==> src/rtl/img_uart_streamer_pkg.sv <==
// Shared types and helpers for the image-to-UART streamer.
//   mode_e  : output format selector (gray, gray x3, raw RGB, inverted gray)
//   state_e : streamer FSM states
//   gray_fn : luma approximation (R + 2G + B) >> 2
package img_stream_pkg;

  typedef enum logic [1:0] {
    MODE_GRAY  = 2'd0,
    MODE_GRAY3 = 2'd1,
    MODE_RGB   = 2'd2,
    MODE_INV   = 2'd3
  } mode_e;

  typedef enum logic [2:0] {
    ST_IDLE,
    ST_READ,
    ST_CAPTURE,
    ST_SEND,
    ST_DONE
  } state_e;

  // Widest channel the gray helper supports.
  localparam int unsigned CH_MAX = 32;

  // Callers zero-extend their CH_BITS-wide channels to CH_MAX and keep the
  // low CH_BITS of the result. The sum carries two extra bits, so the
  // result is exact for any channel width up to CH_MAX.
  function automatic logic [CH_MAX-1:0] gray_fn(input logic [CH_MAX-1:0] r,
                                                input logic [CH_MAX-1:0] g,
                                                input logic [CH_MAX-1:0] b);
    logic [CH_MAX+1:0] sum;
    sum = {2'b00, r} + {1'b0, g, 1'b0} + {2'b00, b};
    return sum[CH_MAX+1:2];
  endfunction

endpackage

==> src/rtl/img_uart_streamer_if.sv <==
// Memory-read and UART-write signal bundle of the streamer.
//   mem_addr  : pixel RAM read address (streamer -> RAM)
//   mem_rdata : pixel RAM data, one cycle after mem_addr (RAM -> streamer)
//   tx_full   : UART TX FIFO full (UART -> streamer)
//   wr_uart   : byte write strobe (streamer -> UART)
//   w_data    : byte to transmit (streamer -> UART)
// master = streamer side, slave = RAM/UART side.
interface img_uart_streamer_if #(
  parameter int ADDR_BITS = 13,
  parameter int PIX_WIDTH = 24
);
  localparam int CH_BITS = PIX_WIDTH / 3;

  logic [ADDR_BITS-1:0] mem_addr;
  logic [PIX_WIDTH-1:0] mem_rdata;
  logic                 tx_full;
  logic                 wr_uart;
  logic [CH_BITS-1:0]   w_data;

  modport master (
    output mem_addr,
    input  mem_rdata,
    input  tx_full,
    output wr_uart,
    output w_data
  );

  modport slave (
    input  mem_addr,
    output mem_rdata,
    output tx_full,
    input  wr_uart,
    input  w_data
  );
endinterface

==> src/rtl/img_uart_streamer_pix_formatter.sv <==
// Combinational pixel-to-byte formatter.
//   pix       : captured pixel, R in the MSBs
//   mode      : output format
//   idx       : byte index within the pixel (0..2)
//   w_data    : selected output byte
//   last_byte : idx is the final byte of the pixel for this mode
module pix_formatter
  import img_stream_pkg::*;
#(
  parameter int PIX_WIDTH = 24,
  parameter int CH_BITS   = PIX_WIDTH / 3
) (
  input  logic [PIX_WIDTH-1:0] pix,
  input  mode_e                mode,
  input  logic [1:0]           idx,
  output logic [CH_BITS-1:0]   w_data,
  output logic                 last_byte
);

  logic [CH_BITS-1:0] r, g, b, gray;
  logic [CH_MAX-1:0]  gray_wide;
  logic               unused_gray_hi;

  always_comb begin
    r         = pix[PIX_WIDTH-1 -: CH_BITS];
    g         = pix[2*CH_BITS-1 -: CH_BITS];
    b         = pix[CH_BITS-1:0];
    gray_wide = gray_fn(CH_MAX'(r), CH_MAX'(g), CH_MAX'(b));
    gray      = gray_wide[CH_BITS-1:0];
  end

  // Upper bits are always zero: the gray result fits in CH_BITS.
  assign unused_gray_hi = ^gray_wide[CH_MAX-1:CH_BITS];

  always_comb begin
    w_data    = gray;
    last_byte = 1'b1;
    unique case (mode)
      MODE_GRAY: begin
        w_data    = gray;
        last_byte = 1'b1;
      end
      MODE_GRAY3: begin
        w_data    = gray;
        last_byte = (idx == 2'd2);
      end
      MODE_RGB: begin
        last_byte = (idx == 2'd2);
        if (idx == 2'd0)      w_data = r;
        else if (idx == 2'd1) w_data = g;
        else                  w_data = b;
      end
      MODE_INV: begin
        w_data    = ~gray;
        last_byte = 1'b1;
      end
      default: begin
        w_data    = gray;
        last_byte = 1'b1;
      end
    endcase
  end

endmodule

==> src/rtl/img_uart_streamer.sv <==
// Frame streamer: reads pixel_count pixels from the pixel RAM starting at
// address 0 and sends them to the UART as bytes in the selected format,
// honouring TX FIFO backpressure. Optional loop mode restarts at address 0.
//   clk, reset  : clock, synchronous active-high reset
//   start       : one-cycle frame request (IDLE only)
//   mode        : output format, latched at start
//   loop        : repeat the frame forever, latched at start
//   pixel_count : frame length, clamped to 2^ADDR_BITS, latched at start
//   bus         : RAM read / UART write bundle (master side)
//   busy        : FSM not in IDLE
//   done        : one-cycle pulse at frame completion
module img_uart_streamer
  import img_stream_pkg::*;
#(
  parameter int ADDR_BITS = 13,
  parameter int PIX_WIDTH = 24
) (
  input  logic                 clk,
  input  logic                 reset,
  input  logic                 start,
  input  logic [1:0]           mode,
  input  logic                 loop,
  input  logic [ADDR_BITS:0]   pixel_count,
  img_uart_streamer_if.master  bus,
  output logic                 busy,
  output logic                 done
);

  localparam int CH_BITS = PIX_WIDTH / 3;

  state_e               state_q, state_d;
  logic [ADDR_BITS-1:0] addr_q, addr_d;
  logic [ADDR_BITS-1:0] last_q, last_d;
  mode_e                mode_q, mode_d;
  logic                 loop_q, loop_d;
  logic [PIX_WIDTH-1:0] pix_q, pix_d;
  logic [1:0]           idx_q, idx_d;
  logic                 wr_uart_c;
  logic [CH_BITS-1:0]   fmt_data;
  logic                 fmt_last;

  pix_formatter #(
    .PIX_WIDTH (PIX_WIDTH),
    .CH_BITS   (CH_BITS)
  ) u_fmt (
    .pix       (pix_q),
    .mode      (mode_q),
    .idx       (idx_q),
    .w_data    (fmt_data),
    .last_byte (fmt_last)
  );

  always_comb begin
    state_d   = state_q;
    addr_d    = addr_q;
    last_d    = last_q;
    mode_d    = mode_q;
    loop_d    = loop_q;
    pix_d     = pix_q;
    idx_d     = idx_q;
    wr_uart_c = 1'b0;
    unique case (state_q)
      ST_IDLE: begin
        if (start) begin
          if (pixel_count == '0) begin
            state_d = ST_DONE;
          end else begin
            mode_d  = mode_e'(mode);
            loop_d  = loop;
            // Any count with the top bit set is at least 2^ADDR_BITS, so
            // the clamped last address is all-ones.
            last_d  = pixel_count[ADDR_BITS] ? '1
                                             : pixel_count[ADDR_BITS-1:0] - ADDR_BITS'(1);
            addr_d  = '0;
            state_d = ST_READ;
          end
        end
      end
      ST_READ: begin
        state_d = ST_CAPTURE;
      end
      ST_CAPTURE: begin
        pix_d   = bus.mem_rdata;
        idx_d   = '0;
        state_d = ST_SEND;
      end
      ST_SEND: begin
        if (!bus.tx_full) begin
          wr_uart_c = 1'b1;
          if (fmt_last) begin
            if (addr_q == last_q) begin
              if (loop_q) begin
                addr_d  = '0;
                state_d = ST_READ;
              end else begin
                state_d = ST_DONE;
              end
            end else begin
              addr_d  = addr_q + ADDR_BITS'(1);
              state_d = ST_READ;
            end
          end else begin
            idx_d = idx_q + 2'd1;
          end
        end
      end
      ST_DONE: begin
        state_d = ST_IDLE;
      end
      default: begin
        state_d = ST_IDLE;
      end
    endcase
  end

  always_ff @(posedge clk) begin
    if (reset) begin
      state_q <= ST_IDLE;
      addr_q  <= '0;
      last_q  <= '0;
      mode_q  <= MODE_GRAY;
      loop_q  <= 1'b0;
      pix_q   <= '0;
      idx_q   <= '0;
    end else begin
      state_q <= state_d;
      addr_q  <= addr_d;
      last_q  <= last_d;
      mode_q  <= mode_d;
      loop_q  <= loop_d;
      pix_q   <= pix_d;
      idx_q   <= idx_d;
    end
  end

  assign bus.mem_addr = addr_q;
  assign bus.wr_uart  = wr_uart_c;
  assign bus.w_data   = (state_q == ST_SEND) ? fmt_data : '0;
  assign busy         = (state_q != ST_IDLE);
  assign done         = (state_q == ST_DONE);

endmodule

==> src/flat_wrapper.sv <==
// flat-port wrapper written by rule: the top's interface ports become plain ports
module img_uart_streamer_flat import img_stream_pkg::*;
#(
  parameter int ADDR_BITS = 13,
  parameter int PIX_WIDTH = 24
)
  (clk, reset, start, mode, loop, pixel_count, busy, done, bus_mem_addr, bus_mem_rdata, bus_tx_full, bus_wr_uart, bus_w_data);
  img_uart_streamer_if #(.ADDR_BITS(ADDR_BITS), .PIX_WIDTH(PIX_WIDTH)) bus_i ();
  input  logic clk;
  input  logic reset;
  input  logic start;
  input  logic [1:0] mode;
  input  logic loop;
  input  logic [ADDR_BITS:0] pixel_count;
  output logic busy;
  output logic done;
  output wire logic [$bits(bus_i.mem_addr)-1:0] bus_mem_addr;
  input wire logic [$bits(bus_i.mem_rdata)-1:0] bus_mem_rdata;
  input wire logic [$bits(bus_i.tx_full)-1:0] bus_tx_full;
  output wire logic [$bits(bus_i.wr_uart)-1:0] bus_wr_uart;
  output wire logic [$bits(bus_i.w_data)-1:0] bus_w_data;
  assign bus_mem_addr = bus_i.mem_addr;
  assign bus_i.mem_rdata = bus_mem_rdata;
  assign bus_i.tx_full = bus_tx_full;
  assign bus_wr_uart = bus_i.wr_uart;
  assign bus_w_data = bus_i.w_data;
  img_uart_streamer #(.ADDR_BITS(ADDR_BITS), .PIX_WIDTH(PIX_WIDTH)) u_core (.clk(clk), .reset(reset), .start(start), .mode(mode), .loop(loop), .pixel_count(pixel_count), .bus(bus_i), .busy(busy), .done(done));
endmodule
==> config.mk <==
export PLATFORM = sky130hd
export DESIGN_NAME = img_uart_streamer_flat
export DESIGN_NICKNAME = d
export VERILOG_FILES = /design/src/rtl/img_uart_streamer_pkg.sv /design/src/rtl/img_uart_streamer_if.sv /design/src/rtl/img_uart_streamer_pix_formatter.sv /design/src/rtl/img_uart_streamer.sv /design/src/flat_wrapper.sv
export SDC_FILE = /design/constraint.sdc
export NUM_CORES = 1
export LEC_CHECK = 0
export ABC_AREA = 1
export ABC_CLOCK_PERIOD_IN_PS = 3470
export BUFFER_PORTS_ARGS = -buffer_cell sky130_fd_sc_hd__buf_2
export CORE_MARGIN = 3
export CORE_UTILIZATION = 45
export DETAILED_ROUTE_END_ITERATION = 7
export PLACE_DENSITY = 0.66
export SYNTH_ARGS = -nofsm -noshare
export SYNTH_HDL_FRONTEND = slang
export SYNTH_HIERARCHICAL = 1
export SYNTH_SLANG_ARGS = --single-unit
==> constraint.sdc <==
create_clock -name clk -period 3.47 [get_ports clk]
set_clock_uncertainty 0.1 [all_clocks]
set_input_delay 0.694 -clock clk [delete_from_list [all_inputs] [get_ports clk]]
set_output_delay 0.694 -clock clk [all_outputs]
set_load 0.02 [all_outputs]
==> flow_summary_export.csv, run 1 <==
group,metric,value,unit
power,power_density,674,nW/um^2
layout,final_design_area_no_fill,4680,sq um
critical_path,crit_path_max_delay_family,"simple AND/OR/NAND/NOR gates",
critical_path,worstPathRequired,2.68,ns
power,total_power,3.16,mW
drt,drcViolationCount,0,
drt,route.detailed.wl_per_inst,13.6,um
sta,rsz0062_at_grt,"yes",
synth,syn-num-nets,695,
critical_path,cpMaxStageDelayCell,"sky130_fd_sc_hd__fa_1",
global_route,gr-usage-all-layers,22.1,%
floorplan,placeableCoreArea,8420,sq um
sta,postLayoutSetupSlackWorst,-0.0252,ns
power,irDropWorstVdd,488,uV
sta,final_worst_path_cycle_share,101,%
clocking,max_buffers_root_to_sink,2,
critical_path,critical_path.most_common_cell,"sky130_fd_sc_hd__nand2_1",
sta,maxSlewHeadroom,41.5,%
critical_path,crit_path_end_kind,"output pin",
global_route,grt_pass1_wl,18.1,mm
synth,synth_seq_cells,58,
sta,setup_viol_count_final,1,
floorplan,initial_utilization,47.5,%
drt,routed_via_density,5.18,
layout,syn2layout_area_growth,16.9,%
floorplan,rows,33,
synth,syn_inst,630,
critical_path,crit_chain,"inv_2 -> fa_1 -> nor2_4 -> inv_2 -> fa_2 -> nand3b_1 -> nand2_2 -> nand2_2 -> nand2_1 -> nand2_1 -> nand2_1 -> nand2_1 -> nand3_2 -> inv_2 -> nor2_2 -> buf_6",
placement,detailed_place.area,4400,sq um
critical_path,startpoint_type,"flop",
floorplan,die_w,100,um
synth,synth.largest_area_cell,"sky130_fd_sc_hd__dfxtp_1",
placement,post-dp-hpwl,8.11,mm
clocking,cts.sink_count,58,
sta,max_freq,286,MHz
drt,postRouteWirelength,10.9,mm
synth,synth.area.mux_share,0,%
synth,yosys_most_used_dff,"sky130_fd_sc_hd__dfxtp_1",
power,power.static_leakage,2.12,nW
synth,main_combinational_cell_family_by_area_after_synthesis,"simple AND/OR/NAND/NOR gates",
synth,synth-adder-area-share,7.75,%
layout,filler_cell_count,856,
floorplan,fp.dieH,100,um
synth,seq_area_frac_synth,29.0,%
global_route,grt_max_degree,32,
synth,synth_largest_type_area_fraction,29.0,%
drt,antenna_violating_nets_post_route,0,
sta,period_minus_slack,3.50,ns
synth,synth_enable_flop_cells,0,
synth,yosys.area_share.xor_xnor,3.06,%
critical_path,timing_worst_setup_path_type,"reg2out",
floorplan,floorplan.die_area,10100,sq um
clocking,cts_inserted_buffers,9,
synth,synth_area,4000,sq um
clocking,root_buffer,"sky130_fd_sc_hd__clkbuf_8",
min_path,min_path_type,"reg2reg",
synth,ys.warnings.count,6,
status,run_status,"finished with violations",
drt,vias,4164,
drt,drtPass1Iterations,5,
global_route,globalRoute.totalOverflow,0,
synth,yosys.cell_types.count,37,
critical_path,worstPathMaxFanout,3,
placement,placement.io_buffers,68,
sta,setup_tns,-0.0252,ns
clocking,htreeDepth,3,
synth,synthSimpleGateAreaFrac,37.1,%
clocking,worst_skew_pair.late_latency,0.34,ns
layout,fin_nets,759,
synth,synthTopCellsByArea,"sky130_fd_sc_hd__dfxtp_1 (29%), sky130_fd_sc_hd__nand2_1 (15%), sky130_fd_sc_hd__nand3_1 (10%)",
sta,finalMaxSlewViolations,0,
synth,synth_compound_area_share,12.3,%
global_route,via_count_of_the_first_global_routing_pass,3995,
synth,synthArstFlopShare,0,%
layout,drive_gt1_share,18.5,%
sta,pin_slew_with_the_least_headroom_to_its_limit,0.877,ns
placement,routability_congestion,0.902,
critical_path,critPathArrivalTime,2.70,ns
global_route,grt_antenna_before_repair,0,
layout,utilization,55.6,%
status,violated_checks,"negative setup slack",
floorplan,io-pin-count,69,
critical_path,critical_path.n_buffers_inverters,4,
drt,drt_iter0_markers,212,
sta,finalHoldViolations,0,
critical_path,critical_path.max_stage_delay,0.51,ns
synth,synthesis.area_per_instance,6.36,sq um
flow_run,max_cap_viol_count,0,
layout,num_antenna_cells,0,
clocking,clock_pin_slew_of_the_registers_on_the_worst_case_setup_and_hold_paths,0.07,ns
clocking,tritoncts,"built",
-- area by class of cell --
type | instances | area [sq um] | area share [%]
clock buffers | 10 | 138 | 2.94
flip-flops and latches | 58 | 1170 | 24.9
inverters | 90 | 338 | 7.22
multi-input cells | 461 | 2470 | 52.7
clock inverters | 6 | 41.3 | 0.882
well taps | 105 | 131 | 2.81
repair buffers | 74 | 399 | 8.52
-- repair_timing --
| item | 4_1_cts | 5_1_grt |
|---|---|---|
| pin swaps | 5 | 10 |
| setup endpoints to repair | 3 | 6 |
| buffers inserted | 1 | 2 |
| hold buffers | 0 | 0 |
| gates resized for setup | 9 | 16 |
| endpoints found under the hold margin | 0 | 0 |
-- path summary, 6_finish.rpt --
kind / slack, ns / to / start / cells past startpoint
worst min-delay path: 0.36 / u_core/pix_q[1] / u_core/pix_q[1] / 2
worst max-delay path: -0.03 / bus_w_data[5] / u_core/pix_q[8] / 16
worst max register to register: 0.92 / u_core/bus.mem_addr[9] / u_core/idx_q[1] / 10
worst min register to register: 0.36 / u_core/pix_q[1] / u_core/pix_q[1] / 2
-- worst register-to-register path, stage by stage (launching register included) --
cell and delay [ns]:
sky130_fd_sc_hd__dfxtp_1 0.61, sky130_fd_sc_hd__inv_2 0.16, sky130_fd_sc_hd__o21bai_1 0.21, sky130_fd_sc_hd__inv_1 0.06, sky130_fd_sc_hd__o21ai_1 0.24, sky130_fd_sc_hd__o21ai_2 0.14
sky130_fd_sc_hd__a21oi_4 0.43, sky130_fd_sc_hd__nand2_1 0.19, sky130_fd_sc_hd__inv_2 0.18, sky130_fd_sc_hd__nor2_1 0.06, sky130_fd_sc_hd__nor2_1 0.10
-- metal layers --
| layer | vias to the layer above | GRT usage [%] | routed length, um |
|---|---|---|---|
| met5 | - | 0 | 0 |
| met2 | 100 | 39.5 | 5620 |
| met1 | 1902 | 26.4 | 4610 |
| met4 | 0 | 8.70 | 174 |
| met3 | 16 | 3.20 | 523 |
| li1 | 2146 | - | - |
-- logic make-up after synthesis --
kind of cell / after synthesis
AOI/OAI and AO/OA: 89
xor gates and xnor gates: 14
adders and majority gates: 20
buffers and inverters: 111
DFF: 58
and+or+nand+nor: 338
-- layout by cell type, fill, tap and decap left out, types with 6 or more instances in the layout --
master,count
sky130_fd_sc_hd__xor2_1,7
sky130_fd_sc_hd__o21ai_1,10
sky130_fd_sc_hd__dfxtp_1,53
sky130_fd_sc_hd__clkbuf_8,10
sky130_fd_sc_hd__buf_2,64
sky130_fd_sc_hd__nand4_1,8
sky130_fd_sc_hd__nor2_1,64
sky130_fd_sc_hd__a21oi_1,42
sky130_fd_sc_hd__fa_1,7
sky130_fd_sc_hd__nand3b_1,6
sky130_fd_sc_hd__nand2_1,162
sky130_fd_sc_hd__inv_2,13
sky130_fd_sc_hd__o21ai_0,18
sky130_fd_sc_hd__inv_1,77
sky130_fd_sc_hd__ha_1,9
sky130_fd_sc_hd__nand3_1,80
sky130_fd_sc_hd__buf_4,9
sky130_fd_sc_hd__a31oi_1,8
-- synth_stat cells, types with 2 or more instances --
| master | n |
|---|---|
| sky130_fd_sc_hd__buf_2 | 4 |
| sky130_fd_sc_hd__xor2_1 | 8 |
| sky130_fd_sc_hd__a21oi_1 | 42 |
| sky130_fd_sc_hd__o211ai_1 | 3 |
| sky130_fd_sc_hd__nand2_1 | 164 |
| sky130_fd_sc_hd__o21bai_1 | 3 |
| sky130_fd_sc_hd__clkbuf_1 | 13 |
| sky130_fd_sc_hd__inv_1 | 81 |
| sky130_fd_sc_hd__dfxtp_1 | 58 |
| sky130_fd_sc_hd__ha_1 | 12 |
| sky130_fd_sc_hd__fa_1 | 8 |
| sky130_fd_sc_hd__nor2_4 | 3 |
| sky130_fd_sc_hd__nor3_1 | 4 |
| sky130_fd_sc_hd__nand4_1 | 8 |
| sky130_fd_sc_hd__nand3b_1 | 6 |
| sky130_fd_sc_hd__buf_1 | 2 |
| sky130_fd_sc_hd__nand3_1 | 81 |
| sky130_fd_sc_hd__o21ai_1 | 10 |
| sky130_fd_sc_hd__inv_2 | 9 |
| sky130_fd_sc_hd__nor2_1 | 65 |
| sky130_fd_sc_hd__o21ai_0 | 18 |
| sky130_fd_sc_hd__xnor2_1 | 6 |
| sky130_fd_sc_hd__a31oi_1 | 8 |
-- through the flow --
step                      worst slack (ns)  hold WS [ns]  std cells
after floorplan                      0.323         0.341        630
after global placement               0.277         0.353        785
after detailed placement             0.219         0.357        785
after CTS                          -0.0226         0.367        802
after global routing                -0.178         0.382        804
final                              -0.0252         0.362        804
-- sequential cells by signal, summed over array words and instances, names as in the netlist --
register             cells
u_core/pix_q            24
u_core/bus.mem_addr     13
u_core/last_q           13
u_core/state_q           3
u_core/idx_q             2
u_core/mode_q            2
u_core/loop_q            1
-- power breakdown --
group	internal (mW)	total (mW)	switching (mW)
logic	0.560	1.55	0.993
clock network	0.278	0.562	0.284
registers	0.841	1.04	0.199
total	1.68	3.16	1.48
Power figures use the tool's default switching activity.
==> run 2, diff against run 1 <==
SYNTH_HIERARCHICAL = unset   (was 1)
==> run 2 against run 1 <==
Effect of this change:
- wire length decreased by 5.4%
- total power increased by 14%
- critical path depth down 5
- first-iteration DRC count up 2.4%
- die area decreased by 2.7%
- sequential cell count is the same
- highest routed layer unchanged
- global-route usage decreased by 0.78 points
- area after synthesis shrank 2.9%
- largest power group unchanged
- cell count shrank 3.6%
- via count down 4.1%
- the run now ends clean
==> flow_summary_export.csv, run 2 <==
group,metric,value,unit
power,power_density,771,nW/um^2
critical_path,crit_path_end_kind,"output pin",
layout,most_frequent_standard_cell_in_the_layout_excluding_fill_and_tap_cells,"sky130_fd_sc_hd__nand2_1",
global_route,grt_max_degree,51,
floorplan,fp.dieH,98.9,um
critical_path,worstPathMaxFanout,3,
drt,route.detailed.wl_per_inst,13.3,um
drt,drtPass1Iterations,4,
synth,ys.warnings.count,0,
global_route,gr-usage-all-layers,21.3,%
global_route,grt_antenna_before_repair,0,
global_route,grt_pass1_wl,17.1,mm
clocking,root_buffer,"sky130_fd_sc_hd__clkbuf_8",
synth,yosys_most_used_dff,"sky130_fd_sc_hd__dfxtp_1",
flow_run,max_cap_viol_count,0,
clocking,clock_pin_slew_of_the_registers_on_the_worst_case_setup_and_hold_paths,0.07,ns
clocking,cts_inserted_buffers,9,
synth,synthArstFlopShare,0,%
sta,rsz0062_at_grt,"yes",
sta,postLayoutSetupSlackWorst,0.0611,ns
synth,yosys.cell_types.count,34,
sta,setup_tns,0,ns
layout,largest_register_ff_count,24,
drt,postRouteWirelength,10.3,mm
placement,post-dp-hpwl,7.73,mm
min_path,min_path_type,"reg2reg",
min_path,hold_path_depth,2,
layout,layout.cells.most_common_list,"sky130_fd_sc_hd__nand2_1 (127), sky130_fd_sc_hd__nor2_1 (94), sky130_fd_sc_hd__buf_2 (65)",
sta,final_worst_path_cycle_share,98.2,%
synth,syn_inst,597,
status,run_status,"finished clean",
clocking,max_buffers_root_to_sink,2,
placement,placement.io_buffers,68,
critical_path,worstPathRequired,2.68,ns
layout,filler_cell_count,849,
synth,synthesis.area_per_instance,6.51,sq um
synth,synth_area,3890,sq um
clocking,worst_skew_pair.late_latency,0.33,ns
global_route,via_count_of_the_first_global_routing_pass,3641,
power,irDropWorstVdd,500,uV
sta,finalHoldViolations,0,
synth,synth_seq_cells,58,
floorplan,floorplan.die_area,9790,sq um
critical_path,critPathArrivalTime,2.61,ns
drt,vias,3994,
layout,syn2layout_area_growth,20.0,%
synth,seq_area_frac_synth,29.9,%
layout,drive_gt1_share,20.3,%
synth,synth.largest_area_cell,"sky130_fd_sc_hd__dfxtp_1",
critical_path,startpoint_type,"flop",
floorplan,rows,33,
floorplan,io-pin-count,69,
synth,synthTopCellsByArea,"sky130_fd_sc_hd__dfxtp_1 (30%), sky130_fd_sc_hd__nand2_1 (12%), sky130_fd_sc_hd__nor2_1 (9.1%)",
placement,place_worst_setup_slack,0.290,ns
floorplan,placeableCoreArea,8300,sq um
sta,maxSlewHeadroom,57.1,%
drt,routed_via_density,5.15,
power,power.static_leakage,2.14,nW
synth,synth_largest_type_area_fraction,29.9,%
synth,post_synth_most_frequent_cells,"sky130_fd_sc_hd__nand2_1 (128), sky130_fd_sc_hd__nor2_1 (94), sky130_fd_sc_hd__inv_1 (60), sky130_fd_sc_hd__dfxtp_1 (58), sky130_fd_sc_hd__o21ai_0 (57)",
floorplan,die_w,98.9,um
layout,fin_nets,732,
sta,pin_slew_with_the_least_headroom_to_its_limit,0.642,ns
layout,max_flop_register,"u_core.pix_q",
clocking,tritoncts,"built",
drt,drt_iter0_markers,217,
sta,setup_viol_count_final,0,
floorplan,initial_utilization,46.8,%
sta,finalMaxSlewViolations,0,
drt,drcViolationCount,0,
sta,period_minus_slack,3.41,ns
synth,synth_most_common_cell,"sky130_fd_sc_hd__nand2_1",
synth,syn-num-nets,664,
critical_path,worst-r2r-cell-count,11,
sta,max_freq,293,MHz
critical_path,timing_worst_setup_path_type,"reg2out",
global_route,globalRoute.totalOverflow,0,
placement,routability_congestion,0.917,
clocking,cts.sink_count,58,
clocking,htreeDepth,3,
layout,num_antenna_cells,0,
drt,antenna_violating_nets_post_route,0,
synth,synth_enable_flop_cells,0,
## run 2: repair_timing
action,CTS,global route
pin swaps,0,9
gates cloned,0,0
hold buffers,0,0
gates resized for setup,4,21
setup endpoints to repair,2,6
buffers inserted,0,5
## run 2: path summary, 6_finish.rpt
kind	start	end	slack, ns
min	u_core.last_q[2]	u_core.last_q[2]	0.37
min reg2reg	u_core.last_q[2]	u_core.last_q[2]	0.37
max reg2reg	u_core.bus.mem_addr[4]	u_core.bus.mem_addr[1]	1.43
max	u_core.pix_q[1]	bus_w_data[5]	0.06
## run 2: cells by family after synthesis
group | Yosys count | share of synthesized area [%]
AO/OA/AOI/OAI | 122 | 16.6
flip-flops | 58 | 29.9
XOR/XNOR | 13 | 2.93
buffers and inverters | 90 | 9.04
adder cells (fa/ha/maj) | 22 | 8.63
AND/OR/NAND/NOR | 292 | 32.9
## run 2: layer usage
metal	routed length (um)	part of all wire, %	GRT usage, %
met4	95	0.92	6.83
met5	0	0	0
met1	5150	50	31.6
met3	575	5.6	3.61
met2	4520	44	31.3
## run 2: critical path: stages (launching register included)
cell                      delay, ns
sky130_fd_sc_hd__dfxtp_2       0.33
sky130_fd_sc_hd__inv_2         0.05
sky130_fd_sc_hd__fa_1          0.58
sky130_fd_sc_hd__nor3_4        0.05
sky130_fd_sc_hd__fa_2          0.37
sky130_fd_sc_hd__nand3_2       0.08
sky130_fd_sc_hd__nand2_2       0.08
sky130_fd_sc_hd__a21oi_2       0.15
sky130_fd_sc_hd__xor2_1        0.19
sky130_fd_sc_hd__nand2_1       0.07
sky130_fd_sc_hd__a31oi_1       0.16
sky130_fd_sc_hd__buf_4         0.16
## run 2: final cells by class
type	instances	area, sq um	share of cell area [%]
Inverter	71	267	5.71
Multi-Input combinational cell	449	2450	52.5
Sequential cell	58	1170	25.0
Timing Repair Buffer	76	408	8.74
Tap cell	105	131	2.82
Clock buffer	9	124	2.66
Clock inverter	7	118	2.52
## run 2: power by group
group / switching (mW) / internal [mW] / total [mW]
clock: 0.294 / 0.475 / 0.770
combinational: 1.09 / 0.666 / 1.76
sequential: 0.193 / 0.873 / 1.07
## run 2: stage by stage
step | hold slack [ns] | power, mW | utilization (%) | cell area [sq um] | cells
2_1_floorplan | 0.344 | 2.32 | - | 3890 | 597
3_3_place_gp | 0.359 | 2.64 | 51.8 | 4300 | 754
3_5_place_dp | 0.363 | 2.69 | 51.8 | 4300 | 754
4_1_cts | 0.374 | 3.48 | 54.9 | 4550 | 770
5_1_grt | 0.397 | 3.91 | 56.2 | 4660 | 775
6_report | 0.371 | 3.59 | 56.2 | 4660 | 775
